`src/rtl/uart_rx_fifo.sv`:
```
// Receive-side byte queue behind the UART RX FSM: captures data_valid strobes into a
// circular buffer, presents them first-word-fall-through, and tracks overrun drops.
module uart_rx_fifo #(
  parameter int DWIDTH     = 8,
  parameter int DEPTH_LOG2 = 4,
  parameter int AF_THRESH  = 12
) (
  input  logic                  clk,
  input  logic                  rst,
  input  logic                  data_valid,
  input  logic [DWIDTH-1:0]     p_data,
  input  logic                  rd_ready,
  input  logic                  ovr_clr,
  output logic                  rd_valid,
  output logic [DWIDTH-1:0]     rd_data,
  output logic [DEPTH_LOG2:0]   level,
  output logic                  empty,
  output logic                  full,
  output logic                  almost_full,
  output logic                  overrun,
  output logic [7:0]            drop_count
);
  localparam int DEPTH = 1 << DEPTH_LOG2;
  localparam int LW    = DEPTH_LOG2 + 1;
  localparam logic [LW-1:0] FULL_LVL = LW'(DEPTH);
  localparam logic [LW-1:0] AF_LVL   = LW'(AF_THRESH);

  logic [DWIDTH-1:0]     mem_q [DEPTH];
  logic [DEPTH_LOG2-1:0] wr_ptr_q, wr_ptr_d, rd_ptr_q, rd_ptr_d;
  logic [LW-1:0]         level_q, level_d;
  logic                  overrun_q, overrun_d;
  logic [7:0]            drop_count_q, drop_count_d;
  logic                  push, pop, drop;

  assign empty       = (level_q == '0);
  assign full        = (level_q == FULL_LVL);
  assign almost_full = (level_q >= AF_LVL);
  assign rd_valid    = !empty;
  assign rd_data     = empty ? '0 : mem_q[rd_ptr_q];
  assign level       = level_q;
  assign overrun     = overrun_q;
  assign drop_count  = drop_count_q;

  always_comb begin
    pop          = rd_valid && rd_ready;
    // A pop in the same cycle frees the slot, so a full FIFO can still accept.
    push         = data_valid && (!full || pop);
    drop         = data_valid && full && !pop;
    wr_ptr_d     = wr_ptr_q;
    rd_ptr_d     = rd_ptr_q;
    level_d      = level_q;
    overrun_d    = overrun_q;
    drop_count_d = drop_count_q;
    if (push) wr_ptr_d = wr_ptr_q + DEPTH_LOG2'(1);
    if (pop)  rd_ptr_d = rd_ptr_q + DEPTH_LOG2'(1);
    if (push && !pop) level_d = level_q + LW'(1);
    if (pop && !push) level_d = level_q - LW'(1);
    if (ovr_clr) begin
      overrun_d    = 1'b0;
      drop_count_d = '0;
    end
    // Drop is applied after the clear so a coincident drop wins.
    if (drop) begin
      overrun_d = 1'b1;
      if (drop_count_d != 8'hFF) drop_count_d = drop_count_d + 8'd1;
    end
  end

  always_ff @(posedge clk) begin
    if (rst) begin
      wr_ptr_q     <= '0;
      rd_ptr_q     <= '0;
      level_q      <= '0;
      overrun_q    <= 1'b0;
      drop_count_q <= '0;
    end else begin
      wr_ptr_q     <= wr_ptr_d;
      rd_ptr_q     <= rd_ptr_d;
      level_q      <= level_d;
      overrun_q    <= overrun_d;
      drop_count_q <= drop_count_d;
    end
  end

  always_ff @(posedge clk) begin
    if (!rst && push) mem_q[wr_ptr_q] <= p_data;
  end
endmodule

```
`config.mk`:
```
export PLATFORM = sky130hd
export DESIGN_NAME = uart_rx_fifo
export DESIGN_NICKNAME = d
export VERILOG_FILES = /design/src/rtl/uart_rx_fifo.sv
export SDC_FILE = /design/constraint.sdc
export NUM_CORES = 1
export LEC_CHECK = 0
export BUFFER_PORTS_ARGS = -buffer_cell sky130_fd_sc_hd__buf_2
export CORE_ASPECT_RATIO = 1.2
export CORE_MARGIN = 2
export CORE_UTILIZATION = 40
export CTS_CLUSTER_SIZE = 25
export DETAILED_ROUTE_END_ITERATION = 8
export HOLD_SLACK_MARGIN = 0.02
export PLACE_DENSITY = 0.66
export SYNTH_ARGS = -nofsm -noshare
export SYNTH_HDL_FRONTEND = slang
export SYNTH_SLANG_ARGS = --single-unit
```
`constraint.sdc`:
```
create_clock -name clk -period 3.6 [get_ports clk]
set_input_delay 0.72 -clock clk [delete_from_list [all_inputs] [get_ports clk]]
set_output_delay 0.72 -clock clk [all_outputs]
set_load 0.02 [all_outputs]
```
==> results of run 1 <==
[per-stage QoR]
stage	total power (W)	hold WS [ps]	instance area (µm²)
final	0.00504	486	7470
after global placement	0.00335	459	6910
after CTS	0.00509	495	7470
after detailed placement	0.00337	485	6910
after floorplan	0.00301	485	6470
after global routing	0.00528	521	7470
[worst max-delay path by stage]
stage | start | cells past startpoint | endpoint | slack, ps
after floorplan | level[1] | 13 | level[4] | 220
after global placement | rd_ready | 11 | level[4] | 490
after detailed placement | rd_ready | 11 | level[4] | 330
after CTS | flop | 5 | rd_data[2] | 280
after global routing | level[1] | 10 | level[4] | 90
final | level[2] | 10 | level[4] | 340
[sequential cells by signal, summed over array words and instances (netlist names), named ones only]
register / flops
mem_q: 128
drop_count: 8
level: 5
rd_ptr_q: 4
wr_ptr_q: 4
overrun: 1
[final cells by class]
class,instances,area share
clock inverters,12,0.0176
clock buffers,19,0.0580
flip-flops and latches,154,0.584
inverters,8,0.00402
well taps,208,0.0348
repair buffers,51,0.0385
multi-input cells,214,0.263
[report_power, final]
group,internal (W),switching [W],total [W]
clock,0.00107,0.000651,0.00172
sequential,0.00200,0.0000924,0.00209
combinational,0.000509,0.000718,0.00123
total,0.00358,0.00146,0.00504
[worst reg2reg max path, stage by stage (launching register included)]
cell      delay [ps]
dfxtp_1          410
or4_4            610
o21ai_0          230
inv_1             90
ha_1             300
xor2_1           200
ha_1             190
a21oi_1           70
a221oi_1         390
or4b_2           610
nand3_1           90
[synthesized netlist by cell type, types with 8 or more instances]
| cell type | number |
|---|---|
| mux4_2 | 32 |
| dfxtp_1 | 26 |
| inv_1 | 8 |
| edfxtp_1 | 128 |
| nor2_1 | 29 |
| nor2b_1 | 16 |
| mux2i_1 | 12 |
| ha_1 | 10 |
| nand2_1 | 14 |
| a211oi_1 | 16 |
| clkbuf_1 | 17 |
[logic make-up (layout without fill, tap and decap cells)]
family	after synthesis	after routing	synth area share
xor gates and xnor gates	12	12	0.0163
buffers and inverters	32	90	0.0217
adders and majority gates	10	10	0.0193
muxes	44	44	0.130
DFF	154	154	0.675
AOI/OAI and AO/OA	42	42	0.0461
and+or+nand+nor	106	106	0.0917
[metal layers]
| metal | wire, µm | global-route usage | share of wire |
|---|---|---|---|
| met3 | 565 | 0.0371 | 0.045 |
| met2 | 6330 | 0.265 | 0.50 |
| met1 | 5550 | 0.201 | 0.44 |
| met4 | 150 | 0.0477 | 0.012 |
| met5 | 0 | 0 | 0 |
==> impl_metrics.env, run 1 <==
export IMPL_outcome="finished, final reports clean"
export IMPL_crit_family="simple AND/OR/NAND/NOR gates"
export IMPL_max_slew_margin=0.385
export IMPL_place_gp_congestion=0.820
export IMPL_synth_seq_area_share=0.675
export IMPL_min_to="overrun"
export IMPL_crit_type="flop to flop"
export IMPL_worstPathMaxFanout=12
export IMPL_wl_per_cell_um=18.9
export IMPL_leakage_nw=2.49
export IMPL_fp_coreArea_um2=15700
export IMPL_drt_first_iter_violations=337
export IMPL_antenna_found_initial=0
export IMPL_worst_pin_slew_ps=919
export IMPL_synth_cell_types=47
export IMPL_hold_class="flop to flop"
export IMPL_clockBufferDepth=2
export IMPL_r2r_end="level[4]"
export IMPL_max_stage_delay_ps=610
export IMPL_synth_edf_count=128
export IMPL_min_from="overrun"
export IMPL_dp_slack_ps=333
export IMPL_cts_setup_buffers=0
export IMPL_finalWorstSetupSlack_ps=340
export IMPL_ys_flop_type="edfxtp_1"
export IMPL_fin_cells=666
export IMPL_crit_arrival_ps=3610
export IMPL_num_vias=3556
export IMPL_grtUsageTotal=0.157
export IMPL_die_width_um=120
export IMPL_skew_ps=7.18
export IMPL_required_ps=3950
export IMPL_ant_nets=0
export IMPL_hold_path_depth=2
export IMPL_tritoncts="done"
export IMPL_cts_buffers=17
export IMPL_fin_setup_tns_ps=0
export IMPL_cp_slowest_cell="or4_4"
export IMPL_numClockSinks=154
export IMPL_placementRows=50
export IMPL_cts_hold_buffers=0
export IMPL_grt_pass1_vias=3668
export IMPL_grt_pass1_wl_um=20300
export IMPL_clock_latency_ps=410
export IMPL_ctsResizeCount=0
export IMPL_multi_input_area_um2=1960
export IMPL_powerDensity_nw_per_um2=675
export IMPL_start_util=0.412
export IMPL_die_h_um=143
export IMPL_cp_num_buf_inv=1
export IMPL_syn2layout_area_growth_pct=15.5
export IMPL_synth_seq_cells=154
export IMPL_wl_um=12600
export IMPL_rr_startpoint="level[2]"
export IMPL_htree_levels=4
export IMPL_r2r_cells=10
export IMPL_globalRouteOverflowTotal=0
export IMPL_ys_warnings_count=0
export IMPL_drt_first_pass_iters=4
export IMPL_drv_cap=0
export IMPL_syn_avg_cell_area_um2=16.2
export IMPL_nets=469
export IMPL_cp_cell_sequence="or4_4 > o21ai_0 > inv_1 > ha_1 > xor2_1 > ha_1 > a21oi_1 > a221oi_1 > or4b_2 > nand3_1"
export IMPL_ir_worst_vdd_mv=0.454
export IMPL_dp_cells=635
export IMPL_rsz0062_at_grt="false"
export IMPL_async_reset_ff_frac=0
export IMPL_viasPerCell=5.34
export IMPL_critPathCaptureType="flop"
export IMPL_drive_gt1_frac=0.247
export IMPL_cts_root_buf="clkbuf_16"
export IMPL_layout_common_cells="edfxtp_1, buf_2, mux4_2"
export IMPL_drcViolationCount=0
export IMPL_synthCells=400
export IMPL_n_fill_cell=1331
export IMPL_start_kind="flop"
export IMPL_ff_latch_area_um2=4370
export IMPL_drv_slew=0
export IMPL_hold_viol_final=0
export IMPL_fin_crit_ps=3260
export IMPL_layout_commonest_cell="edfxtp_1"
export IMPL_ff2ff_setup_slack_ps=340
export IMPL_synthTopCellsByArea="edfxtp_1, mux4_2, dfxtp_1"
export IMPL_dpl_hpwl_um=8480
export IMPL_fin_crit_sh=0.906
export IMPL_io_buffers=38
export IMPL_cpMostUsedCell="ha_1"
export IMPL_final_util=0.476
export IMPL_clock_fmax_mhz=307
export IMPL_ios=39
export IMPL_dieArea_um2=17200
export IMPL_synth_largest_area_cell="edfxtp_1"
export IMPL_syn_nets=423
export IMPL_num_antenna_cells=0
export IMPL_cts_reportedPaths_clkPinSlew_ps=60
export IMPL_setup_viol=0
export IMPL_synth_top_area_share=0.594
export IMPL_synth_area_um2=6470
export IMPL_grt_max_degree=38
(Power assumes the default switching activity.)
==> run 2: changes to the inputs <==
ABC_AREA = 1   (was not set)
==> run 2 against run 1 <==
  * Count of clock-buffer cells in the layout rose by 5
  * Worst hold slack improved by 6.5 ps
  * Core utilization fell by 0.69 points
  * Final area rose by 2.5%
  * Worst setup slack improved by 200 ps
  * Largest power group unchanged
==> impl_metrics.env, run 2 <==
export IMPL_outcome="finished, final reports clean"
export IMPL_fin_crit_ps=3060
export IMPL_clock_latency_ps=420
export IMPL_power_frac_clock=0.347
export IMPL_syn2layout_area_growth_pct=14.3
export IMPL_placementRows=51
export IMPL_async_reset_ff_frac=0
export IMPL_drv_slew=0
export IMPL_start_util=0.410
export IMPL_drt_first_pass_iters=4
export IMPL_powerDensity_nw_per_um2=701
export IMPL_hold_slack_ps=492
export IMPL_hold_viol_final=0
export IMPL_place_gp_congestion=0.905
export IMPL_ys_flop_type="edfxtp_1"
export IMPL_combPwrFrac=0.270
export IMPL_largest_register_ffs=128
export IMPL_grt_max_degree=65
export IMPL_ios=39
export IMPL_cts_hold_buffers=0
export IMPL_fp_coreArea_um2=16300
export IMPL_placed_area_um2=7040
export IMPL_p_switching_w=0.00173
export IMPL_critPathCaptureType="output port"
export IMPL_layout_common_cells="nand2_1, edfxtp_1, nand3_1"
export IMPL_viasPerCell=5.09
export IMPL_cts_setup_buffers=0
export IMPL_wl_um=14900
export IMPL_p_sw_frac=0.322
export IMPL_synthTopCellsByCount="nand2_1, edfxtp_1, nand3_1"
export IMPL_skew_ps=5.58
export IMPL_synthCells=659
export IMPL_ant_nets=0
export IMPL_num_antenna_cells=0
export IMPL_synth_seq_area_share=0.652
export IMPL_syn_avg_cell_area_um2=10.2
export IMPL_leakage_nw=2.99
export IMPL_layout_commonest_cell="nand2_1"
export IMPL_crit_type="flop to output port"
export IMPL_drcViolationCount=0
export IMPL_rsz0062_at_grt="false"
export IMPL_die_h_um=146
export IMPL_syn_nets=682
export IMPL_grt_pass1_vias=4608
export IMPL_synth_top_area_share=0.574
export IMPL_seqPwrFrac=0.383
export IMPL_max_slew_margin=0.241
export IMPL_p_int_w=0.00364
export IMPL_yosysMostFrequentCell="nand2_1"
export IMPL_clock_fmax_mhz=327
export IMPL_synth_area_um2=6700
export IMPL_final_cell_area_um2=7660
export IMPL_grt_pass1_wl_um=23700
export IMPL_globalRouteOverflowTotal=0
export IMPL_ys_warnings_count=0
export IMPL_clockBufferDepth=2
export IMPL_fin_crit_sh=0.850
export IMPL_numClockSinks=154
export IMPL_grtUsageTotal=0.176
export IMPL_drv_cap=0
export IMPL_dpl_hpwl_um=9590
export IMPL_hold_class="flop to flop"
export IMPL_fin_setup_tns_ps=0
export IMPL_num_vias=4679
export IMPL_dieArea_um2=17800
export IMPL_cts_reportedPaths_clkPinSlew_ps=60
export IMPL_synth_edf_count=128
export IMPL_tritoncts="done"
export IMPL_synth_largest_area_cell="edfxtp_1"
export IMPL_ctsResizeCount=0
export IMPL_cts_buffers=17
export IMPL_setup_viol=0
export IMPL_antenna_found_initial=0
export IMPL_cts_root_buf="clkbuf_16"
export IMPL_wl_per_cell_um=16.2
export IMPL_worst_pin_slew_ps=1140
export IMPL_ir_worst_vdd_mv=0.402
export IMPL_die_width_um=122
export IMPL_synth_cell_types=24
export IMPL_top_register="mem_q"
export IMPL_drt_first_iter_violations=462
export IMPL_io_buffers=38
export IMPL_required_ps=2880
export IMPL_drive_gt1_frac=0.127
export IMPL_crit_arrival_ps=2340
export IMPL_nets=718
export IMPL_synth_seq_cells=154
export IMPL_worstPathMaxFanout=33
export IMPL_htree_levels=4
export IMPL_start_kind="flop"
export IMPL_synthTopCellsByArea="edfxtp_1, nand2_1, nand3_1"
-- run 2: cell count changes in the layout (fill, tap and decap cells not counted), moves of 6 or more --
cell | before | now
a211oi_1 | 16 | 0
a21oi_1 | 7 | 28
mux4_2 | 32 | 0
inv_2 | 0 | 6
inv_1 | 8 | 37
and3_1 | 6 | 0
buf_4 | 13 | 4
nand3_1 | 6 | 121
clkinv_1 | 6 | 0
mux2i_1 | 12 | 0
nand2_1 | 14 | 217
nor2b_1 | 16 | 0
-- run 2: cell families after synthesis --
family / Yosys count / share of synthesized area
AND/OR/NAND/NOR: 379 / 0.242
buffers and inverters: 69 / 0.0491
adder cells (fa/ha/maj): 10 / 0.0187
AO/OA/AOI/OAI: 42 / 0.0321
XOR/XNOR: 5 / 0.00654
flip-flops: 154 / 0.652
-- run 2: final timing paths --
kind	start	end	cells after the start	slack, ps
setup / recovery	flop	rd_data[6]	9	540
hold / removal	rd_ptr_q[2]	rd_ptr_q[2]	2	490
setup reg to reg	level[0]	level[4]	16	1250
hold reg to reg	rd_ptr_q[2]	rd_ptr_q[2]	2	490
-- run 2: critical path: stages, from the launching register on --
cell     delay (ps)
dfxtp_2         320
inv_2           440
buf_12          270
nand2_1          80
nand3_1          70
nand3_1         120
nand2_1          80
nand2_1          40
a21oi_1         240
buf_2           230
-- run 2: stage by stage --
step                      cells  total power, W   util  setup slack [ps]
after floorplan             659         0.00314      -              1370
after global placement      888         0.00351  0.431              1030
after detailed placement    888         0.00353  0.431               974
after CTS                   920         0.00539  0.469               530
after global routing        920         0.00564  0.469               333
final                       920         0.00537  0.469               542
-- run 2: power by group through the flow --
stage               Sequential [W]  Combinational (W)  Clock (W)
finish                     0.00206            0.00145    0.00186
floorplan                  0.00211            0.00103          0
CTS                        0.00206            0.00145    0.00188
detailed placement         0.00209            0.00144          0
global placement           0.00209            0.00142          0
global route               0.00207            0.00162    0.00196
-- run 2: area by class of cell --
cell class | count | area, µm²
Tap cell | 212 | 265
Timing Repair Buffer | 43 | 240
Sequential cell | 154 | 4370
Multi-Input combinational cell | 436 | 2000
Clock inverter | 8 | 140
Fill cell | 1503 | 8680
Inverter | 43 | 161
Clock buffer | 24 | 482
-- run 2: layer usage --
layer,track usage,wire length (µm),up-vias
met2,0.301,7560,146
met4,0.0552,204,0
met5,0,0,-
met3,0.0458,771,18
li1,-,-,2311
met1,0.217,6330,2204
==> run 3: changes to the inputs <==
ABC_AREA = 0   (was 1)
clock period = 3 ns   (was 3.6 ns; I/O delays follow)
==> run 3 against run 2 <==
  * Clock skew decreased by 0.62 ps
  * Non-clock buffer count increased by 19
  * Critical path depth decreased by 4
  * Register-to-register slack got worse by 1000 ps
  * Total power rose by 14%
  * Largest power group unchanged
  * Highest routed layer unchanged
==> impl_metrics.env, run 3 (same netlist as run 1, synthesis figures left out) <==
export IMPL_drcViolationCount=0
export IMPL_ios=39
export IMPL_htree_levels=4
export IMPL_clock_fmax_mhz=353
export IMPL_ir_worst_vdd_mv=0.625
export IMPL_critPathCaptureType="output port"
export IMPL_num_antenna_cells=0
export IMPL_fin_crit_sh=0.943
export IMPL_max_slew_margin=0.359
export IMPL_powerDensity_nw_per_um2=809
export IMPL_syn2layout_area_growth_pct=17.4
export IMPL_cts_buffers=17
export IMPL_leakage_nw=2.55
export IMPL_antenna_found_initial=0
export IMPL_globalRouteOverflowTotal=0
export IMPL_numClockSinks=154
export IMPL_fp_coreArea_um2=15700
export IMPL_hold_viol_final=0
export IMPL_fin_setup_tns_ps=0
export IMPL_start_kind="flop"
export IMPL_grt_pass1_vias=3816
export IMPL_drt_first_pass_iters=4
export IMPL_largest_register_ffs=128
export IMPL_dpl_hpwl_um=8270
export IMPL_die_h_um=143
export IMPL_drv_cap=0
export IMPL_worstPathMaxFanout=16
export IMPL_final_cell_area_um2=7590
export IMPL_dieArea_um2=17200
export IMPL_grtUsageTotal=0.158
export IMPL_crit_family="buffers and inverters"
export IMPL_crit_arrival_ps=2230
export IMPL_tritoncts="done"
export IMPL_ant_nets=0
export IMPL_skew_ps=4.97
export IMPL_layout_commonest_cell="edfxtp_1"
export IMPL_wl_per_cell_um=18.9
export IMPL_placementRows=50
export IMPL_place_gp_congestion=0.769
export IMPL_cts_reportedPaths_clkPinSlew_ps=60
export IMPL_n_fill_cell=1330
export IMPL_clock_latency_ps=410
export IMPL_io_buffers=38
export IMPL_start_util=0.412
export IMPL_die_width_um=120
export IMPL_fin_crit_ps=2830
export IMPL_cp_cell_sequence="buf_4 > mux4_2 > mux2i_1 > a211oi_1 > buf_2"
export IMPL_cts_root_buf="clkbuf_16"
export IMPL_rr_startpoint="level[0]"
export IMPL_drive_gt1_frac=0.281
export IMPL_nets=480
export IMPL_worst_pin_slew_ps=958
export IMPL_num_vias=3624
export IMPL_clockBufferDepth=2
export IMPL_viasPerCell=5.35
export IMPL_cp_slowest_cell="dfxtp_4"
export IMPL_hold_class="flop to flop"
export IMPL_top_register="mem_q"
export IMPL_rsz0062_at_grt="false"
export IMPL_setup_viol=0
export IMPL_layout_common_cells="edfxtp_1, buf_2, mux4_2"
export IMPL_max_stage_delay_ps=520
export IMPL_wl_um=12800
export IMPL_grt_max_degree=34
export IMPL_crit_type="flop to output port"
export IMPL_drt_first_iter_violations=296
export IMPL_required_ps=2400
export IMPL_outcome="finished, final reports clean"
export IMPL_placed_area_um2=7020
export IMPL_min_from="overrun"
export IMPL_cp_num_buf_inv=2
export IMPL_grt_pass1_wl_um=20300
export IMPL_drv_slew=0
[run 3: layout make-up]
| cell class | count | area (µm²) | share of cell area |
|---|---|---|---|
| sequential | 154 | 4370 | 0.576 |
| clock inverter | 13 | 134 | 0.0176 |
| inverter | 8 | 30.0 | 0.00396 |
| tap | 208 | 260 | 0.0343 |
| multi-input combinational | 214 | 2000 | 0.263 |
| clock buffer | 18 | 429 | 0.0565 |
| timing repair buffer | 62 | 370 | 0.0488 |
[run 3: worst paths after layout]
check | to | slack (ps) | depth (start not counted)
setup / recovery | rd_data[0] | 170 | 5
hold / removal | overrun | 490 | 2
setup reg to reg | level[4] | 230 | 10
hold reg to reg | overrun | 490 | 2
[run 3: metal layers]
metal	wire length, µm	part of all wire	GRT usage	vias to the layer above
li1	-	-	-	1682
met1	5390	0.42	0.192	1839
met2	6680	0.52	0.278	90
met3	540	0.042	0.0407	13
met4	155	0.012	0.0489	0
met5	0	0	0	-
[run 3: repair_timing]
action | 4_1_cts | 5_1_grt
resized for setup | 1 | 1
hold buffers | 0 | 0
buffers inserted | 0 | 0
endpoints found under the setup margin | 5 | 1
[run 3: worst register-to-register path, cell delays in order, from the launching register on]
cell and delay (ps):
dfxtp_2 360, or4_4 560, o21ai_4 180, inv_1 90, ha_2 240, xor2_1 160, ha_2 190, a21oi_1 70
a221oi_2 310, or4b_4 490, nand3_1 80
[run 3: stage by stage]
stage	utilization	worst slack, ps	instances	hold slack (ps)	power (W)
floorplan	-	49.0	400	485	0.00366
global route	0.484	7.70	677	522	0.00641
finish	0.484	171	677	487	0.00614
global placement	0.447	223	646	462	0.00411
detailed placement	0.447	144	646	483	0.00414
CTS	0.483	64.2	677	492	0.00619
[run 3: power by group]
| part | total (W) | leakage [nW] | internal [W] | switching (W) |
|---|---|---|---|---|
| Combinational | 0.00160 | 0.915 | 0.000682 | 0.000915 |
| Clock | 0.00205 | 0.272 | 0.00128 | 0.000772 |
| Sequential | 0.00249 | 1.37 | 0.00240 | 0.0000914 |
| Total | 0.00614 | 2.55 | 0.00436 | 0.00178 |
